--- src/rtl/datapath_ctrl_pkg.sv ---
// Shared opcode, FSM state and control-field encodings for the datapath controller.
package datapath_ctrl_pkg;

  typedef enum logic [3:0] {
    OP_NOOP  = 4'h0,
    OP_STORE = 4'h1,
    OP_LOAD  = 4'h2,
    OP_ADD   = 4'h3,
    OP_SUB   = 4'h4,
    OP_HALT  = 4'h5,
    OP_LOADC = 4'h6
  } opcode_e;

  typedef enum logic [3:0] {
    INIT   = 4'd0,
    FETCH  = 4'd1,
    DECODE = 4'd2,
    LOAD_A = 4'd3,
    LOAD_B = 4'd4,
    STORE  = 4'd5,
    ADD    = 4'd6,
    SUB    = 4'd7,
    HALT   = 4'd8,
    LOADC  = 4'd9
  } state_e;

  localparam logic [1:0] RF_S_ALU = 2'b00;
  localparam logic [1:0] RF_S_MEM = 2'b01;
  localparam logic [1:0] RF_S_IR  = 2'b10;

  localparam logic [2:0] ALU_PASS = 3'b000;
  localparam logic [2:0] ALU_ADD  = 3'b001;
  localparam logic [2:0] ALU_SUB  = 3'b010;

endpackage

--- src/rtl/datapath_controller_if.sv ---
// Instruction input and datapath control bundle between the sequencer (master) and datapath (slave).
interface datapath_controller_if #(
  parameter int IW  = 16,
  parameter int DAW = 8,
  parameter int RAW = 4
);
  logic [IW-1:0]  instr;
  logic           PC_clr;
  logic           PC_up;
  logic           IR_ld;
  logic [DAW-1:0] D_addr;
  logic           D_W_en;
  logic [1:0]     RF_s;
  logic [RAW-1:0] RF_W_addr;
  logic           RF_W_en;
  logic [RAW-1:0] RF_Ra_addr;
  logic [RAW-1:0] RF_Rb_addr;
  logic [2:0]     ALU_s0;
  logic           halted;
  logic [3:0]     state;
  logic [15:0]    retired;

  modport master (
    input  instr,
    output PC_clr, PC_up, IR_ld, D_addr, D_W_en, RF_s, RF_W_addr, RF_W_en,
           RF_Ra_addr, RF_Rb_addr, ALU_s0, halted, state, retired
  );

  modport slave (
    output instr,
    input  PC_clr, PC_up, IR_ld, D_addr, D_W_en, RF_s, RF_W_addr, RF_W_en,
           RF_Ra_addr, RF_Rb_addr, ALU_s0, halted, state, retired
  );
endinterface

--- src/rtl/datapath_controller.sv ---
// Multi-cycle fetch/decode/execute sequencer for the 16-bit CPU datapath; outputs decode from state+IR only.
// DATAPATH_CTRL_LOADC_EN adds the LOADC (load IR constant) instruction.
module datapath_controller
  import datapath_ctrl_pkg::*;
#(
  parameter int MEM_RD_LAT = 1
) (
  input  logic                  clk,
  input  logic                  reset,
  datapath_controller_if.master bus
);

  localparam int WCW = (MEM_RD_LAT > 1) ? $clog2(MEM_RD_LAT) : 1;
  localparam logic [WCW-1:0] WAIT_LAST = WCW'(MEM_RD_LAT - 1);

  state_e         state_q, state_d;
  logic [15:0]    ir;
  logic [WCW-1:0] wait_cnt;
  logic [15:0]    retired_q;
  logic           retire;
  logic           wait_last;

  assign wait_last = (wait_cnt == WAIT_LAST);

  always_ff @(posedge clk) begin
    if (reset) begin
      state_q   <= INIT;
      ir        <= '0;
      wait_cnt  <= '0;
      retired_q <= '0;
    end else begin
      state_q <= state_d;
      if (state_q == FETCH) ir <= bus.instr;
      if (state_q == LOAD_A) wait_cnt <= wait_last ? '0 : wait_cnt + 1'b1;
      if (retire) retired_q <= retired_q + 16'd1;
    end
  end

  always_comb begin
    state_d = state_q;
    retire  = 1'b0;
    case (state_q)
      INIT:  state_d = FETCH;
      FETCH: state_d = DECODE;
      DECODE: begin
        case (ir[15:12])
          OP_STORE: state_d = STORE;
          OP_LOAD:  state_d = LOAD_A;
          OP_ADD:   state_d = ADD;
          OP_SUB:   state_d = SUB;
          OP_HALT:  state_d = HALT;
`ifdef DATAPATH_CTRL_LOADC_EN
          OP_LOADC: state_d = LOADC;
`endif
          // NOOP and any unassigned opcode retire straight from decode
          default: begin
            state_d = FETCH;
            retire  = 1'b1;
          end
        endcase
      end
      LOAD_A: if (wait_last) state_d = LOAD_B;
`ifdef DATAPATH_CTRL_LOADC_EN
      LOADC,
`endif
      LOAD_B, STORE, ADD, SUB: begin
        state_d = FETCH;
        retire  = 1'b1;
      end
      HALT:    state_d = HALT;
      default: state_d = INIT;
    endcase
  end

  always_comb begin
    bus.PC_clr     = 1'b0;
    bus.PC_up      = 1'b0;
    bus.IR_ld      = 1'b0;
    bus.D_addr     = '0;
    bus.D_W_en     = 1'b0;
    bus.RF_s       = RF_S_ALU;
    bus.RF_W_addr  = '0;
    bus.RF_W_en    = 1'b0;
    bus.RF_Ra_addr = '0;
    bus.RF_Rb_addr = '0;
    bus.ALU_s0     = ALU_PASS;
    bus.halted     = 1'b0;
    case (state_q)
      INIT: bus.PC_clr = 1'b1;
      FETCH: begin
        bus.PC_up = 1'b1;
        bus.IR_ld = 1'b1;
      end
      LOAD_A: bus.D_addr = ir[7:0];
      LOAD_B: begin
        bus.D_addr    = ir[7:0];
        bus.RF_s      = RF_S_MEM;
        bus.RF_W_addr = ir[11:8];
        bus.RF_W_en   = 1'b1;
      end
      STORE: begin
        bus.D_addr     = ir[11:4];
        bus.RF_Ra_addr = ir[3:0];
        bus.D_W_en     = 1'b1;
      end
      ADD, SUB: begin
        bus.RF_Ra_addr = ir[11:8];
        bus.RF_Rb_addr = ir[7:4];
        bus.RF_W_addr  = ir[3:0];
        bus.RF_s       = RF_S_ALU;
        bus.ALU_s0     = (state_q == ADD) ? ALU_ADD : ALU_SUB;
        bus.RF_W_en    = 1'b1;
      end
`ifdef DATAPATH_CTRL_LOADC_EN
      LOADC: begin
        bus.RF_s      = RF_S_IR;
        bus.RF_W_addr = ir[11:8];
        bus.RF_W_en   = 1'b1;
      end
`endif
      HALT:    bus.halted = 1'b1;
      default: ;
    endcase
  end

  assign bus.state   = state_q;
  assign bus.retired = retired_q;

endmodule

--- src/flat_wrapper.sv ---
// flat-port wrapper written by rule: the top's interface ports become plain ports
module datapath_controller_flat import datapath_ctrl_pkg::*;
#(
  parameter int MEM_RD_LAT = 1
)
  (clk, reset, bus_instr, bus_PC_clr, bus_PC_up, bus_IR_ld, bus_D_addr, bus_D_W_en, bus_RF_s, bus_RF_W_addr, bus_RF_W_en, bus_RF_Ra_addr, bus_RF_Rb_addr, bus_ALU_s0, bus_halted, bus_state, bus_retired);
  datapath_controller_if #(.IW(16), .DAW(8), .RAW(4)) bus_i ();
  input  logic clk;
  input  logic reset;
  input wire logic [$bits(bus_i.instr)-1:0] bus_instr;
  output wire logic [$bits(bus_i.PC_clr)-1:0] bus_PC_clr;
  output wire logic [$bits(bus_i.PC_up)-1:0] bus_PC_up;
  output wire logic [$bits(bus_i.IR_ld)-1:0] bus_IR_ld;
  output wire logic [$bits(bus_i.D_addr)-1:0] bus_D_addr;
  output wire logic [$bits(bus_i.D_W_en)-1:0] bus_D_W_en;
  output wire logic [$bits(bus_i.RF_s)-1:0] bus_RF_s;
  output wire logic [$bits(bus_i.RF_W_addr)-1:0] bus_RF_W_addr;
  output wire logic [$bits(bus_i.RF_W_en)-1:0] bus_RF_W_en;
  output wire logic [$bits(bus_i.RF_Ra_addr)-1:0] bus_RF_Ra_addr;
  output wire logic [$bits(bus_i.RF_Rb_addr)-1:0] bus_RF_Rb_addr;
  output wire logic [$bits(bus_i.ALU_s0)-1:0] bus_ALU_s0;
  output wire logic [$bits(bus_i.halted)-1:0] bus_halted;
  output wire logic [$bits(bus_i.state)-1:0] bus_state;
  output wire logic [$bits(bus_i.retired)-1:0] bus_retired;
  assign bus_i.instr = bus_instr;
  assign bus_PC_clr = bus_i.PC_clr;
  assign bus_PC_up = bus_i.PC_up;
  assign bus_IR_ld = bus_i.IR_ld;
  assign bus_D_addr = bus_i.D_addr;
  assign bus_D_W_en = bus_i.D_W_en;
  assign bus_RF_s = bus_i.RF_s;
  assign bus_RF_W_addr = bus_i.RF_W_addr;
  assign bus_RF_W_en = bus_i.RF_W_en;
  assign bus_RF_Ra_addr = bus_i.RF_Ra_addr;
  assign bus_RF_Rb_addr = bus_i.RF_Rb_addr;
  assign bus_ALU_s0 = bus_i.ALU_s0;
  assign bus_halted = bus_i.halted;
  assign bus_state = bus_i.state;
  assign bus_retired = bus_i.retired;
  datapath_controller #(.MEM_RD_LAT(MEM_RD_LAT)) u_core (.clk(clk), .reset(reset), .bus(bus_i));
endmodule
--- config.mk ---
export PLATFORM = sky130hd
export DESIGN_NAME = datapath_controller_flat
export DESIGN_NICKNAME = d
export VERILOG_FILES = /design/src/rtl/datapath_ctrl_pkg.sv /design/src/rtl/datapath_controller_if.sv /design/src/rtl/datapath_controller.sv /design/src/flat_wrapper.sv
export SDC_FILE = /design/constraint.sdc
export NUM_CORES = 1
export LEC_CHECK = 0
export CAP_MARGIN = 5
export CELL_PAD_IN_SITES_DETAIL_PLACEMENT = 1
export CELL_PAD_IN_SITES_GLOBAL_PLACEMENT = 2
export CORE_MARGIN = 8
export CORE_UTILIZATION = 24
export DETAILED_ROUTE_END_ITERATION = 10
export HOLD_SLACK_MARGIN = 0.15
export PLACE_DENSITY_LB_ADDON = 0.1
export SKIP_CTS_REPAIR_TIMING = 1
export SLEW_MARGIN = 20
export SYNTH_ARGS = -nofsm -noshare
export SYNTH_HDL_FRONTEND = slang
export SYNTH_SLANG_ARGS = --single-unit
--- constraint.sdc ---
create_clock -name clk -period 2.45 [get_ports clk]
set_input_delay 0.49 -clock clk [delete_from_list [all_inputs] [get_ports clk]]
set_output_delay 0.49 -clock clk [all_outputs]
set_load 0.01 [all_outputs]
==> Yosys cells after proc, flatten, opt, wreduce, memory -nomap -nowiden <==
Cells that the tools add are included.
{ "word_totals": {"ff_bits": 37, "in_bits": 18, "wordCells": 45} }
{ "op_classes": {"addsub": 2, "n_eq_ne": 14, "n_mux": 18, "n_reduce_logical": 7} }
{ "op_table": {"columns": ["operator", "count"], "rows": [
  ["$pmux 4 s5", 2],
  ["$eq 4x3->1 const B", 6],
  ["$add 16x1->16 const B", 1],
  ["$eq 4x2->1 const B", 4],
  ["$pmux 4 s2", 2],
  ["$pmux 8 s2", 1],
  ["$reduce_or 5->1", 2],
  ["$eq 4x1->1 const B", 2],
  ["$mux 1", 8],
  ["$mux 4", 2],
  ["$eq 4x4->1 const B", 1],
  ["$logic_not 4->1", 1],
  ["$reduce_or 2->1", 2],
  ["$reduce_or 4->1", 1],
  ["$mux 3", 1],
  ["$reduce_or 3->1", 1],
  ["$mux 2", 1],
  ["$ne 2x2->1 const B", 1],
  ["$pmux 1 s2", 1],
  ["$add 1x1->1 const B", 1]
]} }

==> Depth between registers and ports, before layout <==
{ "logic_depth": {"word_depth": 4, "depth_mapped": 8} }

==> Worst setup path after synthesis <==
Ideal clock, no wire load.
{ "synth_timing": {"path_type": "reg2out", "from": "register u_core.state_q[1], in the netlist u_core.bus.state[1]", "to": "output bus_PC_up", "t_arrival_ns": 1.585, "t_required_ns": 1.960, "setup_slack_ns": 0.375, "stages_incl_launch_ff": 8, "path_buffers": 4, "cell_sequence": "dfxtp_1 buf_2 nand2b_1 or3_1 clkbuf_1 inv_2 buf_2 buf_4"} }
{ "synth_via": {"elab_chain_cells": 2} }
{ "synth_lines": {"columns": ["element", "line", "text"], "rows": [
  ["start, declared", "datapath_controller.sv:16", "state_e state_q, state_d;"],
  ["start signal, assigned", "datapath_controller.sv:32", "state_q <= state_d;"],
  ["$eq 4x1->1", null, null],
  ["$mux 1", null, null],
  ["end, declared", "flat_wrapper.sv:12", "output wire logic [$bits(bus_i.PC_up)-1:0] bus_PC_up;"]
]} }
No other way between the ends.

==> Worst setup path after layout <==
{ "layout_timing": {"from": "register u_core.state_q[2], in the netlist u_core.bus.state[2]", "to": "output bus_D_addr[7]"} }
{ "layout_via": {"elab_chain_cells": 3} }
{ "layout_lines": {"columns": ["element", "line", "text"], "rows": [
  ["$eq 4x3->1 / $eq 4x2->1 (equally long branches)", "datapath_controller.sv:88", "case (state_q)"],
  ["$reduce_or 2->1 (no source line)", null, null],
  ["$pmux 8 s2 (*)", "datapath_controller.sv:88", null],
  ["end, declared", "flat_wrapper.sv:14", "output wire logic [$bits(bus_i.D_addr)-1:0] bus_D_addr;"]
]} }
Every way passes the cells marked *; elsewhere a longest branch is shown, timed or not.

==> flow_summary.html <==
<table>
<tr><th>Metric</th><th>Value</th></tr>
<tr><th colspan="2">Setup path</th></tr>
<tr><td>Gate family responsible for the most delay along the worst path</td><td>buffers and inverters</td></tr>
<tr><td>Critical Path End Type</td><td>output pin</td></tr>
<tr><td>Number of buffer and inverter stages on the critical path</td><td>3</td></tr>
<tr><td>Arrival time at the worst endpoint</td><td>1.85 ns</td></tr>
<tr><td>Crit path required time</td><td>1.96 ns</td></tr>
<tr><td>Critical Path Slowest Stage Cell</td><td>sky130_fd_sc_hd__clkdlybuf4s50_1</td></tr>
<tr><td>Crit path cell chain</td><td>inv_1 &gt; nand3_1 &gt; a21oi_2 &gt; buf_6 &gt; a22o_1 &gt; clkdlybuf4s50_1</td></tr>
<tr><td>CP max FO</td><td>10</td></tr>
<tr><td>CP startpoint kind</td><td>flop</td></tr>
<tr><td>Classification of the worst setup path</td><td>reg2out</td></tr>
<tr><td>Maximum cell stage delay along the critical path</td><td>0.55 ns</td></tr>
<tr><th colspan="2">GRT</th></tr>
<tr><td>Pin count of the biggest net entering global routing</td><td>28</td></tr>
<tr><td>Number of global-route vias before repair</td><td>2,037</td></tr>
<tr><td>First-pass GRT wire length</td><td>10.8 mm</td></tr>
<tr><td>Total Routing Usage GR</td><td>0.121</td></tr>
<tr><td>Antenna violations before repair</td><td>0</td></tr>
<tr><td>Total global routing overflow</td><td>0</td></tr>
<tr><th colspan="2">Hold path</th></tr>
<tr><td>Classification of the worst-slack hold path</td><td>reg2reg</td></tr>
<tr><th colspan="2">Pwr</th></tr>
<tr><td>Sw Ratio</td><td>0.262</td></tr>
<tr><td>Total power draw</td><td>0.00136 W</td></tr>
<tr><td>Leakage power summed over all cells</td><td>1.07 nW</td></tr>
<tr><td>Logic gate share of total power</td><td>0.137</td></tr>
<tr><td>P per Cell Area</td><td>483 nW/um^2</td></tr>
<tr><td>Internal power</td><td>0.00100 W</td></tr>
<tr><td>VDD IR max</td><td>0.190 mV</td></tr>
<tr><td>Psw</td><td>0.000355 W</td></tr>
<tr><td>Clk pwr share</td><td>0.392</td></tr>
<tr><td>Sequential fraction of design power</td><td>0.471</td></tr>
<tr><th colspan="2">STA</th></tr>
<tr><td>Min Hold Slack</td><td>0.484 ns</td></tr>
<tr><td>Highest clock frequency the design can meet</td><td>427 MHz</td></tr>
<tr><td>Max-slew violations</td><td>0</td></tr>
<tr><td>Count of endpoints failing hold in the final timing report</td><td>0</td></tr>
<tr><td>Ratio of final minimum period to clock period</td><td>0.955</td></tr>
<tr><td>Setup skew after layout</td><td>0.00306 ns</td></tr>
<tr><td>Total of endpoints with negative setup slack in the final report</td><td>0</td></tr>
<tr><td>Final critical delay including setup and external delays</td><td>2.34 ns</td></tr>
<tr><td>Unrepaired setup endpoints after global routing</td><td>true</td></tr>
<tr><td>Final sum of negative setup slack</td><td>0 ns</td></tr>
<tr><th colspan="2">Floorplan</th></tr>
<tr><td>Effective utilization at floorplan</td><td>0.243</td></tr>
<tr><td>Core Area</td><td>7610 um^2</td></tr>
<tr><td>Row count</td><td>32</td></tr>
<tr><td>Die area</td><td>10,800 um^2</td></tr>
<tr><td>Floorplan die width</td><td>104 um</td></tr>
<tr><td>Height of the chip</td><td>104 um</td></tr>
<tr><td>Number of I/O pins</td><td>69</td></tr>
<tr><th colspan="2">Logic synthesis</th></tr>
<tr><td>Share of the yosys chip area belonging to registers</td><td>0.389</td></tr>
<tr><td>Yosys warning total</td><td>0</td></tr>
<tr><td>Area of the mapped netlist</td><td>1850 um^2</td></tr>
<tr><td>Post-synthesis cell type count</td><td>39</td></tr>
<tr><td>Post-synthesis cell count</td><td>235</td></tr>
<tr><td>Mean area per synthesized cell</td><td>7.87 um^2</td></tr>
<tr><td>Most instantiated flip-flop cell in the synthesis netlist</td><td>sky130_fd_sc_hd__dfxtp_1</td></tr>
<tr><td>EDFF count, synth</td><td>0</td></tr>
<tr><td>Asr flop ratio synth</td><td>0</td></tr>
<tr><td>Post-synthesis register bit count</td><td>36</td></tr>
<tr><th colspan="2">Detailed routing</th></tr>
<tr><td>Wire per inst</td><td>16.0 um</td></tr>
<tr><td>DRC Markers</td><td>0</td></tr>
<tr><td>Via count</td><td>1,934</td></tr>
<tr><td>Drt total wl</td><td>6.45 mm</td></tr>
<tr><td>ANT nets after route</td><td>0</td></tr>
<tr><td>Routed via count divided by cell count</td><td>4.81</td></tr>
<tr><td>Iteration count of the initial detailed-routing pass</td><td>4</td></tr>
<tr><td>1st-iter DRT viols</td><td>67</td></tr>
<tr><th colspan="2">Clock network</th></tr>
<tr><td>CTS clock-pin slew for the worst setup and hold paths</td><td>0.08 ns</td></tr>
<tr><td>Number of clock sinks</td><td>36</td></tr>
<tr><td>CTS tree</td><td>built</td></tr>
<tr><td>Clock insertion delay at the later pin of the skew report</td><td>0.29 ns</td></tr>
<tr><td>Maximum root-to-sink buffer count</td><td>2</td></tr>
<tr><td>Number of H-tree levels</td><td>2</td></tr>
<tr><td>CTS Buf Count</td><td>5</td></tr>
<tr><td>Root Driver</td><td>sky130_fd_sc_hd__clkbuf_8</td></tr>
<tr><th colspan="2">Finish</th></tr>
<tr><td>Fraction of layout cells with a size suffix above 1</td><td>0.107</td></tr>
<tr><td>Nets</td><td>318</td></tr>
<tr><td>Antenna cells</td><td>0</td></tr>
<tr><td>Final core utilization</td><td>0.369</td></tr>
<tr><td>Post-synthesis to final-layout area growth</td><td>51.7%</td></tr>
<tr><th colspan="2">Placed design</th></tr>
<tr><td>Port-buffer cells</td><td>66</td></tr>
<tr><td>Post-DP HPWL</td><td>4.85 mm</td></tr>
<tr><td>RePlAce Congestion</td><td>0.742</td></tr>
<tr><th colspan="2">Flow run</th></tr>
<tr><td>MaxCap Viol Count</td><td>0</td></tr>
<tr><th colspan="2">Outcome</th></tr>
<tr><td>Run status</td><td>finished, final reports clean</td></tr>
</table>
-- layer usage --
layer,share of wire,routed length [um],global-route usage,vias up
met5,0,0,0,-
met4,0.012,80,0.0362,0
met3,0.036,234,0.0310,7
met2,0.47,3030,0.196,37
met1,0.48,3110,0.154,922
li1,-,-,-,968
-- cell usage in the layout (no fill, tap or decap), types with 5 or more instances in the layout --
| cell type | instances |
|---|---|
| sky130_fd_sc_hd__a22o_1 | 16 |
| sky130_fd_sc_hd__buf_4 | 7 |
| sky130_fd_sc_hd__dfxtp_1 | 33 |
| sky130_fd_sc_hd__nand3_1 | 7 |
| sky130_fd_sc_hd__nand2_1 | 39 |
| sky130_fd_sc_hd__inv_1 | 6 |
| sky130_fd_sc_hd__nor3_1 | 5 |
| sky130_fd_sc_hd__a21oi_1 | 31 |
| sky130_fd_sc_hd__o31ai_1 | 11 |
| sky130_fd_sc_hd__or4_1 | 13 |
| sky130_fd_sc_hd__dlymetal6s2s_1 | 7 |
| sky130_fd_sc_hd__clkbuf_8 | 5 |
| sky130_fd_sc_hd__nor2_1 | 7 |
| sky130_fd_sc_hd__and2_1 | 6 |
| sky130_fd_sc_hd__clkdlybuf4s50_1 | 59 |
-- kinds of logic (layout without fill, tap and decap cells) --
family / count (synthesis) / count (layout) / share of synthesized area
AOI/OAI and AO/OA: 68 / 68 / 0.242
xor gates and xnor gates: 2 / 2 / 0.00947
adders and majority gates: 1 / 1 / 0.00676
buffers and inverters: 28 / 92 / 0.0663
DFF: 36 / 36 / 0.389
muxes: 3 / 3 / 0.0176
other: 1 / 2 / 0.00203
and+or+nand+nor: 96 / 96 / 0.266
-- flip-flops by register name (all words and copies together) (netlist names) --
register / cells
u_core.bus.state: 4
u_core.bus.retired: 16
u_core.ir: 16
-- metrics by stage --
step / cells / cell area, um^2 / setup slack [ns]
finish: 402 / 2810 / 0.111
global route: 402 / 2810 / -0.0314
CTS: 402 / 2760 / -0.118
detailed placement: 394 / 2650 / 0.215
global placement: 394 / 2650 / 0.224
floorplan: 236 / 1850 / 0.375
-- Yosys cell counts (2+ instances only) --
master | n | share of area
sky130_fd_sc_hd__mux2_2 | 2 | 0.012
sky130_fd_sc_hd__dfxtp_1 | 36 | 0.39
sky130_fd_sc_hd__a22o_1 | 16 | 0.076
sky130_fd_sc_hd__or3_1 | 3 | 0.010
sky130_fd_sc_hd__or4_1 | 13 | 0.053
sky130_fd_sc_hd__o21ai_0 | 3 | 0.0081
sky130_fd_sc_hd__inv_1 | 6 | 0.012
sky130_fd_sc_hd__nor2_1 | 8 | 0.016
sky130_fd_sc_hd__nand2_1 | 40 | 0.081
sky130_fd_sc_hd__clkbuf_1 | 12 | 0.024
sky130_fd_sc_hd__o31ai_1 | 11 | 0.045
sky130_fd_sc_hd__buf_4 | 3 | 0.012
sky130_fd_sc_hd__buf_2 | 5 | 0.014
sky130_fd_sc_hd__nand2b_1 | 3 | 0.010
sky130_fd_sc_hd__nor4_1 | 3 | 0.010
sky130_fd_sc_hd__nand3_1 | 7 | 0.019
sky130_fd_sc_hd__a21oi_1 | 32 | 0.087
sky130_fd_sc_hd__and2_1 | 6 | 0.020
sky130_fd_sc_hd__nor3_1 | 6 | 0.016
-- worst paths after layout --
path                                            start  slack [ns]  depth (start not counted)                                   to
setup / recovery       u_core.bus.state[2]$_SDFF_PP0_        0.11                          6                        bus_D_addr[7]
hold / removal    u_core.bus.retired[15]$_SDFFE_PP0P_        0.48                          2  u_core.bus.retired[15]$_SDFFE_PP0P_
setup reg to reg       u_core.bus.state[0]$_SDFF_PP0_        0.58                          6  u_core.bus.retired[13]$_SDFFE_PP0P_
hold reg to reg   u_core.bus.retired[15]$_SDFFE_PP0P_        0.48                          2  u_core.bus.retired[15]$_SDFFE_PP0P_
-- worst min-delay path, cell delays in order (launching register included) --
cell and delay (ns):
sky130_fd_sc_hd__dfxtp_1 0.33, sky130_fd_sc_hd__o31ai_1 0.06, sky130_fd_sc_hd__a21oi_1 0.05
-- power groups by stage --
stage / clock network [W] / registers [W] / logic, W
global route: 0.000574 / 0.000644 / 0.000207
detailed placement: 0 / 0.000653 / 0.000188
global placement: 0 / 0.000653 / 0.000187
finish: 0.000531 / 0.000638 / 0.000186
floorplan: 0 / 0.000641 / 0.000101
CTS: 0.000555 / 0.000639 / 0.000189
-- final cells by class --
cell class	count	area (um^2)
Clock inverter	2	35.0
Sequential cell	36	729
Clock buffer	6	72.6
Inverter	7	26.3
Multi-Input combinational cell	172	1030
Fill cell	912	4800
Tap cell	102	128
Timing Repair Buffer	77	785
(Power assumes the default switching activity.)
